===== src/rtl/switch_cfu_ord.sv =====
// switch_cfu_ord: CFU-L2 switch connecting N_INIS initiators to N_TGTS target CFUs.
// Each initiator may have requests in flight to several targets. Responses return to
// each initiator in its own request order, tracked by per-initiator and per-target FIFOs.
// Optional macro SWITCH_CFU_ORD_STRICT_EN: an initiator only issues to a single target at a time.
module switch_cfu_ord #(
    parameter int CFU_CFU_ID_W   = 4,
    parameter int CFU_STATE_ID_W = 1,
    parameter int CFU_FUNC_ID_W  = 10,
    parameter int CFU_INSN_W     = 1,
    parameter int CFU_DATA_W     = 32,
    parameter int CFU_STATUS_W   = 3,
    parameter int N_INIS         = 2,
    parameter int N_TGTS         = 2,
    parameter int LEAF_CFU_ID_W  = 0,
    parameter int N_REQS         = 4,
    parameter int BAD_CFU_STATUS = 2
) (
    input  logic                               clk,
    input  logic                               rst,
    input  logic                               clk_en,
    input  logic [N_INIS-1:0]                  i_req_valids,
    output logic [N_INIS-1:0]                  i_req_readys,
    input  logic [N_INIS*CFU_CFU_ID_W-1:0]     i_req_cfus,
    input  logic [N_INIS*CFU_STATE_ID_W-1:0]   i_req_states,
    input  logic [N_INIS*CFU_FUNC_ID_W-1:0]    i_req_funcs,
    input  logic [N_INIS*CFU_INSN_W-1:0]       i_req_insns,
    input  logic [N_INIS*CFU_DATA_W-1:0]       i_req_data0s,
    input  logic [N_INIS*CFU_DATA_W-1:0]       i_req_data1s,
    output logic [N_INIS-1:0]                  i_resp_valids,
    input  logic [N_INIS-1:0]                  i_resp_readys,
    output logic [N_INIS*CFU_STATUS_W-1:0]     i_resp_statuss,
    output logic [N_INIS*CFU_DATA_W-1:0]       i_resp_datas,
    output logic [N_TGTS-1:0]                  t_req_valids,
    input  logic [N_TGTS-1:0]                  t_req_readys,
    output logic [N_TGTS*CFU_CFU_ID_W-1:0]     t_req_cfus,
    output logic [N_TGTS*CFU_STATE_ID_W-1:0]   t_req_states,
    output logic [N_TGTS*CFU_FUNC_ID_W-1:0]    t_req_funcs,
    output logic [N_TGTS*CFU_INSN_W-1:0]       t_req_insns,
    output logic [N_TGTS*CFU_DATA_W-1:0]       t_req_data0s,
    output logic [N_TGTS*CFU_DATA_W-1:0]       t_req_data1s,
    input  logic [N_TGTS-1:0]                  t_resp_valids,
    output logic [N_TGTS-1:0]                  t_resp_readys,
    input  logic [N_TGTS*CFU_STATUS_W-1:0]     t_resp_statuss,
    input  logic [N_TGTS*CFU_DATA_W-1:0]       t_resp_datas
);
    localparam int TI_W = (N_TGTS > 1) ? $clog2(N_TGTS) : 1;
    localparam int II_W = (N_INIS > 1) ? $clog2(N_INIS) : 1;
    localparam int PW   = $clog2(N_REQS);
    localparam int CW   = PW + 1;
    localparam int XW   = CFU_CFU_ID_W + 1;
    localparam logic [CFU_CFU_ID_W-1:0] LEAF_MASK = CFU_CFU_ID_W'((1 << LEAF_CFU_ID_W) - 1);

    // Queue state: per-initiator order of targets, per-target order of initiators
    logic [TI_W-1:0] r_ofifo  [N_INIS][N_REQS];
    logic [PW-1:0]   r_ord_rd [N_INIS];
    logic [PW-1:0]   r_ord_wr [N_INIS];
    logic [CW-1:0]   r_ord_cnt[N_INIS];
    logic [II_W-1:0] r_tq     [N_TGTS][N_REQS];
    logic [PW-1:0]   r_tq_rd  [N_TGTS];
    logic [PW-1:0]   r_tq_wr  [N_TGTS];
    logic [CW-1:0]   r_tq_cnt [N_TGTS];
    logic [II_W-1:0] r_rr     [N_TGTS];

    logic [N_TGTS-1:0]                r_t_req_valids;
    logic [N_TGTS*CFU_CFU_ID_W-1:0]   r_t_req_cfus;
    logic [N_TGTS*CFU_STATE_ID_W-1:0] r_t_req_states;
    logic [N_TGTS*CFU_FUNC_ID_W-1:0]  r_t_req_funcs;
    logic [N_TGTS*CFU_INSN_W-1:0]     r_t_req_insns;
    logic [N_TGTS*CFU_DATA_W-1:0]     r_t_req_data0s;
    logic [N_TGTS*CFU_DATA_W-1:0]     r_t_req_data1s;
    logic [N_INIS-1:0]                r_i_resp_valids;
    logic [N_INIS*CFU_STATUS_W-1:0]   r_i_resp_statuss;
    logic [N_INIS*CFU_DATA_W-1:0]     r_i_resp_datas;

    logic [XW-1:0]           w_tsel     [N_INIS];
    logic [CFU_CFU_ID_W-1:0] w_fwd_cfu  [N_INIS];
    logic [TI_W-1:0]         w_ohead    [N_INIS];
    logic [N_INIS-1:0]       w_bad, w_ofull, w_oempty, w_resp_avail, w_strict_ok, w_bad_acc;
    logic [N_INIS-1:0]       w_gnt_ini, w_resp_pop;
    logic [II_W-1:0]         w_thead    [N_TGTS];
    logic [N_INIS-1:0]       w_elig     [N_TGTS];
    logic [N_INIS-1:0]       w_gnt      [N_TGTS];
    logic [II_W-1:0]         w_gnt_idx  [N_TGTS];
    logic [N_TGTS-1:0]       w_tfull, w_tavail, w_route;

    // Round-robin pick: first requester after the last-granted index, then wrap
    function automatic logic [N_INIS-1:0] rr_pick(input logic [N_INIS-1:0] req, input int last);
        logic [N_INIS-1:0] g;
        g = '0;
        for (int i = 0; i < N_INIS; i++)
            if (g == '0 && req[i] && i > last) g[i] = 1'b1;
        for (int i = 0; i < N_INIS; i++)
            if (g == '0 && req[i] && i <= last) g[i] = 1'b1;
        return g;
    endfunction

    // Per-initiator decode and queue status, from registers and inputs only
    always_comb begin
        for (int i = 0; i < N_INIS; i++) begin
            w_tsel[i]       = {1'b0, i_req_cfus[i*CFU_CFU_ID_W +: CFU_CFU_ID_W]} >> LEAF_CFU_ID_W;
            w_fwd_cfu[i]    = i_req_cfus[i*CFU_CFU_ID_W +: CFU_CFU_ID_W] & LEAF_MASK;
            w_bad[i]        = (w_tsel[i] >= XW'(N_TGTS));
            w_ofull[i]      = (r_ord_cnt[i] == CW'(N_REQS));
            w_oempty[i]     = (r_ord_cnt[i] == '0);
            w_ohead[i]      = r_ofifo[i][r_ord_rd[i]];
            w_resp_avail[i] = ~r_i_resp_valids[i] | i_resp_readys[i];
`ifdef SWITCH_CFU_ORD_STRICT_EN
            w_strict_ok[i]  = w_oempty[i] | (w_ohead[i] == w_tsel[i][TI_W-1:0]);
`else
            w_strict_ok[i]  = 1'b1;
`endif
            w_bad_acc[i]    = clk_en & i_req_valids[i] & w_bad[i] & w_oempty[i] & w_resp_avail[i];
        end
    end

    // Per-target eligibility, arbitration and response routing
    always_comb begin
        for (int t = 0; t < N_TGTS; t++) begin
            w_tfull[t]  = (r_tq_cnt[t] == CW'(N_REQS));
            w_tavail[t] = ~r_t_req_valids[t] | t_req_readys[t];
            w_thead[t]  = r_tq[t][r_tq_rd[t]];
            for (int i = 0; i < N_INIS; i++)
                w_elig[t][i] = clk_en & i_req_valids[i] & ~w_bad[i] & (w_tsel[i] == XW'(t))
                             & ~w_ofull[i] & ~w_tfull[t] & w_tavail[t] & w_strict_ok[i];
            w_gnt[t]     = rr_pick(w_elig[t], int'(r_rr[t]));
            w_gnt_idx[t] = '0;
            for (int i = 0; i < N_INIS; i++)
                if (w_gnt[t][i]) w_gnt_idx[t] = II_W'(i);
            w_route[t] = clk_en & t_resp_valids[t] & (r_tq_cnt[t] != '0)
                       & ~w_oempty[w_thead[t]] & (w_ohead[w_thead[t]] == TI_W'(t))
                       & w_resp_avail[w_thead[t]];
        end
    end

    // Fold per-target grants and routes back onto each initiator
    always_comb begin
        for (int i = 0; i < N_INIS; i++) begin
            w_gnt_ini[i]  = 1'b0;
            w_resp_pop[i] = 1'b0;
            for (int t = 0; t < N_TGTS; t++) begin
                w_gnt_ini[i] = w_gnt_ini[i] | w_gnt[t][i];
                if (w_route[t] && w_thead[t] == II_W'(i)) w_resp_pop[i] = 1'b1;
            end
        end
    end

    assign i_req_readys   = w_gnt_ini | w_bad_acc;
    assign t_resp_readys  = w_route;
    assign t_req_valids   = r_t_req_valids;
    assign t_req_cfus     = r_t_req_cfus;
    assign t_req_states   = r_t_req_states;
    assign t_req_funcs    = r_t_req_funcs;
    assign t_req_insns    = r_t_req_insns;
    assign t_req_data0s   = r_t_req_data0s;
    assign t_req_data1s   = r_t_req_data1s;
    assign i_resp_valids  = r_i_resp_valids;
    assign i_resp_statuss = r_i_resp_statuss;
    assign i_resp_datas   = r_i_resp_datas;

    // Queue pointers, target request registers and initiator response registers
    always_ff @(posedge clk) begin
        if (rst) begin
            for (int i = 0; i < N_INIS; i++) begin
                r_ord_rd[i]  <= '0;
                r_ord_wr[i]  <= '0;
                r_ord_cnt[i] <= '0;
            end
            for (int t = 0; t < N_TGTS; t++) begin
                r_tq_rd[t]  <= '0;
                r_tq_wr[t]  <= '0;
                r_tq_cnt[t] <= '0;
                r_rr[t]     <= '0;
            end
            r_t_req_valids   <= '0;
            r_t_req_cfus     <= '0;
            r_t_req_states   <= '0;
            r_t_req_funcs    <= '0;
            r_t_req_insns    <= '0;
            r_t_req_data0s   <= '0;
            r_t_req_data1s   <= '0;
            r_i_resp_valids  <= '0;
            r_i_resp_statuss <= '0;
            r_i_resp_datas   <= '0;
        end else if (clk_en) begin
            for (int t = 0; t < N_TGTS; t++) begin
                if (w_gnt[t] != '0) begin
                    // A fresh grant may replace a request that handshakes this same cycle
                    r_t_req_valids[t]         <= 1'b1;
                    r_rr[t]                   <= w_gnt_idx[t];
                    r_tq[t][r_tq_wr[t]]       <= w_gnt_idx[t];
                    r_tq_wr[t]                <= r_tq_wr[t] + 1'b1;
                    for (int i = 0; i < N_INIS; i++) begin
                        if (w_gnt[t][i]) begin
                            r_t_req_cfus[t*CFU_CFU_ID_W +: CFU_CFU_ID_W]       <= w_fwd_cfu[i];
                            r_t_req_states[t*CFU_STATE_ID_W +: CFU_STATE_ID_W] <= i_req_states[i*CFU_STATE_ID_W +: CFU_STATE_ID_W];
                            r_t_req_funcs[t*CFU_FUNC_ID_W +: CFU_FUNC_ID_W]    <= i_req_funcs[i*CFU_FUNC_ID_W +: CFU_FUNC_ID_W];
                            r_t_req_insns[t*CFU_INSN_W +: CFU_INSN_W]          <= i_req_insns[i*CFU_INSN_W +: CFU_INSN_W];
                            r_t_req_data0s[t*CFU_DATA_W +: CFU_DATA_W]         <= i_req_data0s[i*CFU_DATA_W +: CFU_DATA_W];
                            r_t_req_data1s[t*CFU_DATA_W +: CFU_DATA_W]         <= i_req_data1s[i*CFU_DATA_W +: CFU_DATA_W];
                        end
                    end
                end else if (t_req_readys[t]) begin
                    r_t_req_valids[t] <= 1'b0;
                end
                if (w_route[t]) r_tq_rd[t] <= r_tq_rd[t] + 1'b1;
                r_tq_cnt[t] <= r_tq_cnt[t] + CW'(w_gnt[t] != '0) - CW'(w_route[t]);
            end
            for (int i = 0; i < N_INIS; i++) begin
                if (w_gnt_ini[i]) begin
                    r_ofifo[i][r_ord_wr[i]] <= w_tsel[i][TI_W-1:0];
                    r_ord_wr[i]             <= r_ord_wr[i] + 1'b1;
                end
                if (w_resp_pop[i]) r_ord_rd[i] <= r_ord_rd[i] + 1'b1;
                r_ord_cnt[i] <= r_ord_cnt[i] + CW'(w_gnt_ini[i]) - CW'(w_resp_pop[i]);
                if (w_bad_acc[i]) begin
                    // Out-of-range CFU ID is answered locally, never forwarded
                    r_i_resp_valids[i]                              <= 1'b1;
                    r_i_resp_statuss[i*CFU_STATUS_W +: CFU_STATUS_W] <= CFU_STATUS_W'(BAD_CFU_STATUS);
                    r_i_resp_datas[i*CFU_DATA_W +: CFU_DATA_W]       <= '0;
                end else if (w_resp_pop[i]) begin
                    r_i_resp_valids[i] <= 1'b1;
                    for (int t = 0; t < N_TGTS; t++) begin
                        if (w_route[t] && w_thead[t] == II_W'(i)) begin
                            r_i_resp_statuss[i*CFU_STATUS_W +: CFU_STATUS_W] <= t_resp_statuss[t*CFU_STATUS_W +: CFU_STATUS_W];
                            r_i_resp_datas[i*CFU_DATA_W +: CFU_DATA_W]       <= t_resp_datas[t*CFU_DATA_W +: CFU_DATA_W];
                        end
                    end
                end else if (i_resp_readys[i]) begin
                    r_i_resp_valids[i] <= 1'b0;
                end
            end
        end
    end
endmodule


===== config.mk =====
export PLATFORM = sky130hd
export DESIGN_NAME = switch_cfu_ord
export DESIGN_NICKNAME = d
export VERILOG_FILES = /design/src/rtl/switch_cfu_ord.sv
export SDC_FILE = /design/constraint.sdc
export NUM_CORES = 1
export LEC_CHECK = 0
export BUFFER_PORTS_ARGS = -buffer_cell sky130_fd_sc_hd__buf_2
export CAP_MARGIN = 20
export CORE_AREA = 2 2 187 189
export DETAILED_ROUTE_END_ITERATION = 8
export DIE_AREA = 0 0 189 191
export PLACE_DENSITY = 0.59
export SYNTH_ARGS = -nofsm -noshare
export SYNTH_HDL_FRONTEND = slang
export SYNTH_SLANG_ARGS = --single-unit

===== constraint.sdc =====
create_clock -name clk -period 4.6 [get_ports clk]
set_clock_uncertainty 0.2 [all_clocks]
set_input_delay 0.46 -clock clk [delete_from_list [all_inputs] [get_ports clk]]
set_output_delay 0.46 -clock clk [all_outputs]
set_load 0.01 [all_outputs]

Word level (Yosys, flattened, before mapping)
Memories as Yosys holds them, arrays and structs flattened.
Cells that the tools add are included.
- $mul: 0
- equality and inequality tests: 6
- muxes and demuxes: 151
- shifts and indexed selects: 0
- bitwise logic cells: 84
- $lt $le $gt $ge: 22
- divide/modulo/power cells: 0
- reduce and logical (&&, ||, !) cells: 42
- $add $sub $neg: 16
- operators with widths (operator ; count):
    $mux W32 ; 16
    $mux W1 ; 95
    $mux W10 ; 4
    $and A1 B1 Y1 ; 36
    $mux W3 ; 12
    $mux W4 ; 8
    $ge A3 B3 Y1 const B ; 8
    $not A2 Y3 ; 8
    $or A1 B1 Y1 ; 20
    $reduce_bool A3 Y1 ; 6
    $not A1 Y1 ; 17
    $add A2 B1 Y2 const B ; 8
    $logic_and A1 B1 Y1 ; 16
    $mux W2 ; 8
    $add A3 B1 Y3 ; 4
    $eq A3 B3 Y1 const B ; 4
    $lt A3 B1 Y1 const B ; 4
    $reduce_and A2 Y1 ; 6
    $reduce_bool A2 Y1 ; 6
    $sub A3 B1 Y3 ; 4
    $logic_not A5 Y1 ; 2
    $bmux W1 S2 ; 4
    $demux W1 S2 ; 4
    $eq A4 B1 Y1 const B ; 2
    other kinds (10) ; 19
- bits in writable memories: 46
- bits in read-only memories: 0
- input bits: 241
- bits in registers: 234
- bits in latches: 0
- memories kept: 9
- word-level logic and storage cells: 350
- memory list (memory ; words ; bits a word ; read ports ; clocked after memory_dff ; write ports ; line ; RTL):
    r_ofifo ; 2 ; 4 ; 2 ; 0 ; 2 ; 54 ; logic [TI_W-1:0] r_ofifo [N_INIS][N_REQS];
    r_tq ; 2 ; 4 ; 2 ; 0 ; 2 ; 58 ; logic [II_W-1:0] r_tq [N_TGTS][N_REQS];
    r_ord_cnt ; 2 ; 3 ; 2 ; 0 ; 2 ; 57 ; logic [CW-1:0] r_ord_cnt[N_INIS];
    r_tq_cnt ; 2 ; 3 ; 2 ; 0 ; 2 ; 61 ; logic [CW-1:0] r_tq_cnt [N_TGTS];
    r_ord_rd ; 2 ; 2 ; 2 ; 0 ; 2 ; 55 ; logic [PW-1:0] r_ord_rd [N_INIS];
    r_ord_wr ; 2 ; 2 ; 2 ; 0 ; 2 ; 56 ; logic [PW-1:0] r_ord_wr [N_INIS];
    +3 memories ; -- ; -- ; -- ; -- ; -- ; -- ;

Longest topological paths before layout
Gate-level depths: netlist of run 1.
- depth after elaboration: 22
- gate-level depth with buffers: 13

Least setup slack after synthesis of run 1
OpenSTA, ideal clock, no wires.
- kind: register to register
- from: memory r_ord_rd[0][0] in the netlist's numbering
- to: memory r_tq_cnt[0][2] in the netlist's numbering (data pin)
- period minus slack after synthesis: 3445 ps
- data arrival time: 2984 ps
- cell stages (with the launch flop): 12
- setup slack: 1155 ps
- setup time: 260 ps
- cells stage by stage: edfxtp_1 -> mux4_2 -> or4_1 -> a21oi_1 -> ha_1 -> inv_1 -> ha_1 -> inv_1 -> fa_1 -> xor2_1 -> xnor2_1 -> nor2_1
- RTL lines (what ; line):
    start, declared ; 55
    end, declared ; 61

==> results of run 1 <==
cells in the final DEF, fill, tap and decap left out, types with 16 or more instances in the layout:
master         count
o21ai_0          154
nor2_1            25
o2bb2ai_1         28
buf_4             16
nand2_1          162
mux2i_1          222
dlygate4sd3_1    280
edfxtp_1          46
inv_1             27
dfxtp_1          226
ha_1              24
clkbuf_16         31
o2bb2ai_2         40
buf_2            470
and2_1            18
cell families after synthesis:
logic type / count (synthesis) / synth area share
xor gates and xnor gates: 12 / 0.008557
buffers and inverters: 113 / 0.04717
AOI/OAI and AO/OA: 247 / 0.1458
DFF: 272 / 0.4808
adders and majority gates: 28 / 0.03097
muxes: 227 / 0.1892
other: 1 / 0.0003053
and+or+nand+nor: 263 / 0.09719
cell type report:
| class | count | area, um^2 |
|---|---|---|
| repair buffers | 768 | 5315 |
| flip-flops and latches | 272 | 5906 |
| inverters | 28 | 105.1 |
| well taps | 455 | 569.3 |
| clock buffers | 44 | 864.6 |
| fillers | 2954 | 15360 |
| multi-input cells | 785 | 5869 |
| clock inverters | 14 | 128.9 |
| diodes | 1 | 2.502 |
worst max-delay path, stage by stage (launching register included):
cell and delay, ns:
edfxtp_1 0.43, or3b_1 0.21, nand4_1 0.18, nor3_1 0.22, buf_4 0.18, a21o_4 0.15
buf_4 0.40, inv_2 0.12, or3_1 0.40, buf_2 0.16
registers in the layout, summed over array words and instances (netlist names), 4 cells and up:
signal          cells
i_resp_datas       64
i_resp_statuss      6
r_ofifo             8
r_ord_cnt           6
r_ord_rd            4
r_ord_wr            4
r_tq                8
r_tq_cnt            6
r_tq_rd             4
r_tq_wr             4
t_req_data0s       64
t_req_data1s       64
t_req_funcs        20
per-layer routing:
| metal | wire length (um) | up-vias |
|---|---|---|
| li1 | - | 5546 |
| met3 | 3242 | 118 |
| met1 | 16750 | 5523 |
| met2 | 20590 | 480 |
| met4 | 2242 | 8 |
| met5 | 49 | - |
final timing paths:
check	start	endpoint	cells past startpoint
worst max-delay path	r_ord_cnt[0][2]	i_req_readys[1]	9
worst min register to register	t_req_funcs[12]	t_req_funcs[12]	2
worst min-delay path	i_req_data1s[29]	t_req_data1s[29]	3
worst max register to register	r_ord_rd[0][0]	r_tq_cnt[0][2]	11
per-stage QoR:
stage | power [mW] | cells | setup slack (ns) | utilization | cell area, um^2
floorplan | 2.813 | 1170 | 1.155 | - | 12310
global route | 5.834 | 2367 | 0.7396 | 0.5499 | 18760
global placement | 3.027 | 2028 | 1.105 | 0.4385 | 14960
CTS | 5.652 | 2365 | 0.8675 | 0.5495 | 18750
detailed placement | 3.037 | 2028 | 0.9830 | 0.4385 | 14960
finish | 5.615 | 2367 | 0.9346 | 0.5499 | 18760
power by group through the flow:
stage	registers, mW	logic, mW	clock network, mW
CTS	2.50	0.676	2.47
global placement	2.55	0.477	0
floorplan	2.56	0.253	0
global route	2.51	0.747	2.58
detailed placement	2.55	0.484	0
finish	2.50	0.691	2.42
repair_timing:
item	in CTS	in global routing
setup buffers	0	0
hold buffers	279	1
endpoints found under the hold margin	201	1
==> qor.csv, run 1 <==
stage;metric;value;unit
place;gp weighted congestion;0.8135;
worst_setup_path;Worst R2R Setup Slack;1.00;ns
floorplan;core area;34120;um^2
sta;crit path time final;3.665;ns
sta;max-slew violation count;0;
synth;FF+latch count, synth;272;
global_routing;gr usage total;0.2265;
worst_setup_path;Crit Path Max Fanout;25;
routing;routed len/inst;18.11;um
synth;top post-synthesis cells by area;dfxtp_1, mux2i_1, edfxtp_1;
synth;area leader, netlist;dfxtp_1;
power_and_ir_drop;power share of the clock group;0.431;
sta;period utilization;0.7968;
synth;Post-Syn Area;12280;um^2
clock_tree;worst-case clock buffer depth;3;
synth;Synth top area share;0.3684;
clock_tree;PostCTS Resize Cnt;0;
floorplan;Initial Util;0.3600;
floorplan;Ports;479;
worst_setup_path;CP Capture Type;output pin;
routing;Vias/cell;4.932;
sta;Slew headroom;0.3599;
global_routing;GR Overflow Total;0;
synth;Primary FF master, synth;dfxtp_1;
routing;DR vias;11680;
global_routing;first-pass GRT wire length;65.74;mm
power_and_ir_drop;leak pwr;9.545;nW
routing;Initial DRC Count;435;
synth;total number of yosys warnings;0;
sta;Slew @ Worst Pin;0.9601;ns
clock_tree;H-tree depth;1;
final_layout;Layout Nets;2155;
synth;Synth async-reset ratio;0;
final_layout;P&R area growth vs syn;52.75;%
power_and_ir_drop;PwrDens;299.3;nW/um^2
worst_setup_path;Required @ worst endpoint;3.94;ns
floorplan;Die Span Y;191;um
routing;Pre-Repair DR Iteration Count;5;
global_routing;largest net degree at the start of global routing;78;
routing;post-route ant nets;0;
sta;final setup TNS;0;ns
clock_tree;CTS tree;built;
sta;Final setup viols;0;
global_routing;met3 Use GR;0.05453;
power_and_ir_drop;Switching Fraction;0.2418;
power_and_ir_drop;power share of the combinational group;0.123;
worst_setup_path;Startpoint Class;register;
sta;unrepaired setup endpoints after global routing;false;
global_routing;met2 GRT Util;0.3929;
clock_tree;Sink Count;272;
global_routing;vias in the first global route;12080;
synth;Post-synth EDFFs;46;
sta;Worst Hold Slack;0.01002;ns
outcome;status;finished, final reports clean;
power_and_ir_drop;Seq pwr share;0.446;
synth;register area share after synthesis;0.4808;
power_and_ir_drop;Switch Pwr;1.358;mW
clock_tree;TritonCTS Buffers;31;
clock_tree;clk slew on worst S/H paths;0.06;ns
power_and_ir_drop;IR drop worst, VDD;265.1;uV
final_layout;share of cells above drive strength 1;0.3155;
synth;library cells used by synthesis;48;
floorplan;die width;189;um
job;number of max-cap violations;0;
place;Port Buffers;470;
floorplan;row cnt;68;
synth;most frequent cell after synthesis;dfxtp_1;
sta;Fin. Hold Viols;0;
clock_tree;clk_lat worst skew;0.56;ns
floorplan;die area;36100;um^2
synth;Commonest cells post-synth;dfxtp_1, mux2i_1, nand2_1;
clock_tree;CTS root buffer;clkbuf_16;
place;DP HPWL;27.66;mm
global_routing;GR Layer Usage met1;0.2629;
power_and_ir_drop;internal power;4.257;mW
synth;Avg Synthesized Cell Area;10.56;um^2
routing;drt drc;0;
worst_setup_path;critical path class;reg -> out;
sta;achievable frequency;272.8;MHz
worst_hold_path;worst min path class;in -> reg;
global_routing;initial antenna violation count;5;
synth;Cells after Synth;1163;
worst_setup_path;Worst Path Arrival;3.01;ns
global_routing;global routing's busiest layer;met2;
routing;routed wire length;42.88;mm
Note: power is estimated with default switching activity, not from simulation.
==> run 2, diff against run 1 <==
clock period = 3.6 ns   (was 4.6 ns; I/O delays follow)
==> qor.csv, run 2 (synthesized netlist as in run 1, its figures left out) <==
stage;metric;value;unit;change
clock_tree;clk_lat worst skew;0.56;ns;about the same
power_and_ir_drop;leak pwr;9.863;nW;+3.3%
routing;routed len/inst;18.05;um;-0.35%
clock_tree;Post-CTS Setup Bufs;0;;unchanged
routing;routed wire length;43.86;mm;+2.3%
floorplan;Die Span Y;191;um;unchanged
global_routing;initial antenna violation count;0;;-5
global_routing;vias in the first global route;12400;;+2.7%
floorplan;die width;189;um;unchanged
global_routing;gr usage total;0.2294;;+0.002858
final_layout;Layout Nets;2220;;+3.0%
floorplan;core area;34120;um^2;unchanged
worst_setup_path;CP Capture Type;register;;
final_layout;commonest non-fill, non-tap cell in the layout;buf_2;;
worst_setup_path;Worst Path Arrival;3.61;ns;+0.60 ns
sta;Slew headroom;0.5017;;+0.1418
sta;Final setup viols;0;;unchanged
sta;Slew @ Worst Pin;0.7457;ns;-0.2144 ns
global_routing;largest net degree at the start of global routing;78;;unchanged
clock_tree;worst-case clock buffer depth;3;;unchanged
worst_hold_path;worst min path class;in -> reg;;
routing;Vias/cell;4.947;;+0.30%
routing;Initial DRC Count;477;;+9.7%
routing;Pre-Repair DR Iteration Count;5;;unchanged
final_layout;P&R area growth vs syn;58.58;%;
global_routing;first-pass GRT wire length;66.89;mm;+1.7%
final_layout;final non-filler cell area;19480;um^2;+3.8%
place;gp weighted congestion;0.8065;;-0.86%
clock_tree;TritonCTS Buffers;30;;-3.2%
sta;crit path time final;3.376;ns;
job;number of max-cap violations;0;;unchanged
place;Area after DPL;15050;um^2;+0.60%
floorplan;Initial Util;0.3600;;unchanged
final_layout;most frequent cells in the layout;buf_2, dlygate4sd3_1, dfxtp_1;;
clock_tree;CTS tree;built;;
floorplan;row cnt;68;;unchanged
sta;achievable frequency;296.2;MHz;
worst_setup_path;critical path class;reg -> reg;;
routing;DR vias;12020;;+3.0%
clock_tree;clk slew on worst S/H paths;0.06;ns;about the same
sta;max-slew violation count;0;;unchanged
place;DP HPWL;27.46;mm;-0.73%
power_and_ir_drop;IR drop worst, VDD;367.5;uV;+39%
sta;Worst Hold Slack;0.06582;ns;+0.05580 ns
clock_tree;H-tree depth;1;;unchanged
global_routing;GR Overflow Total;0;;unchanged
floorplan;die area;36100;um^2;unchanged
worst_setup_path;Crit Path Max Fanout;77;;+210%
outcome;status;finished, final reports clean;;
worst_setup_path;Startpoint Class;register;;
clock_tree;Sink Count;272;;unchanged
routing;drt drc;0;;unchanged
floorplan;Ports;479;;unchanged
routing;post-route ant nets;0;;unchanged
sta;Fin. Hold Viols;0;;unchanged
worst_setup_path;Required @ worst endpoint;3.83;ns;-0.11 ns
clock_tree;CTS root buffer;clkbuf_16;;
sta;unrepaired setup endpoints after global routing;false;;
power_and_ir_drop;PwrDens;376.7;nW/um^2;+26%
place;Port Buffers;470;;unchanged
sta;period utilization;0.9379;;
final_layout;number of inserted diodes;0;;-1
final_layout;share of cells above drive strength 1;0.3104;;-0.005162
sta;final setup TNS;0;ns;unchanged
## run 2: changes by cell type in the layout (fill, tap and decap cells not counted), sizes merged
cell	delta
diode	-1
inv	-3
clkinv	+2
bufinv	+1
dlygate4sd3	+59
buf	+7
clkbuf	-2
## run 2: worst paths after layout
check | startpoint | end | slack, ns | cells after the start
worst max-delay path | r_ord_cnt[0][2] | t_req_data0s[30] | 0.22 | 8
worst min-delay path | clk_en | i_resp_valids[1] | 0.07 | 4
worst max register to register | r_ord_cnt[0][2] | t_req_data0s[30] | 0.22 | 8
worst min register to register | t_req_data0s[52] | t_req_data0s[52] | 0.24 | 2
## run 2: critical path, cell delays in order, from the launching register on
cell and delay (ns):
edfxtp_1 0.44, or3b_1 0.22, nand4_1 0.19, nor3_1 0.41
a21o_4 0.22, buf_12 0.41, mux2i_1 0.34, dlygate4sd3_1 0.62
o21ai_0 0.08
## run 2: area by class of cell
cell class | instances | area [um^2]
Fill cell | 2876 | 14640
Timing Repair Buffer | 834 | 5996
Sequential cell | 272 | 5906
Multi-Input combinational cell | 785 | 5873
Clock buffer | 42 | 879.6
Tap cell | 455 | 569.3
Clock inverter | 14 | 147.6
Inverter | 28 | 105.1
## run 2: routing by layer
metal,GRT usage,part of all wire,wire length [um],vias up
met5,0,0,0,-
met4,0.1076,0.051,2252,0
li1,-,-,-,5684
met1,0.2573,0.39,17070,5725
met3,0.05416,0.070,3058,125
met2,0.4104,0.49,21490,488
## run 2: timing repair
item	4_1_cts	5_1_grt
setup endpoints to repair	0	1
hold endpoints to repair	234	0
resized for setup	0	1
hold buffers	339	0
## run 2: power breakdown
part / switching (mW) / internal [mW]
Clock: 1.27 / 1.91
Sequential: 0.0455 / 3.15
Combinational: 0.425 / 0.528
Total: 1.74 / 5.59
## run 2: per-stage QoR
step                      std cells  setup WS, ns  total power [mW]  utilization
after floorplan                1170        0.1554             3.595            -
after global placement         2035        0.2147             3.878       0.4412
after detailed placement       2035        0.1858             3.891       0.4412
after CTS                      2430        0.1714             7.387       0.5707
after global routing           2430       0.03302             7.618       0.5709
final                          2430        0.2235             7.336       0.5709
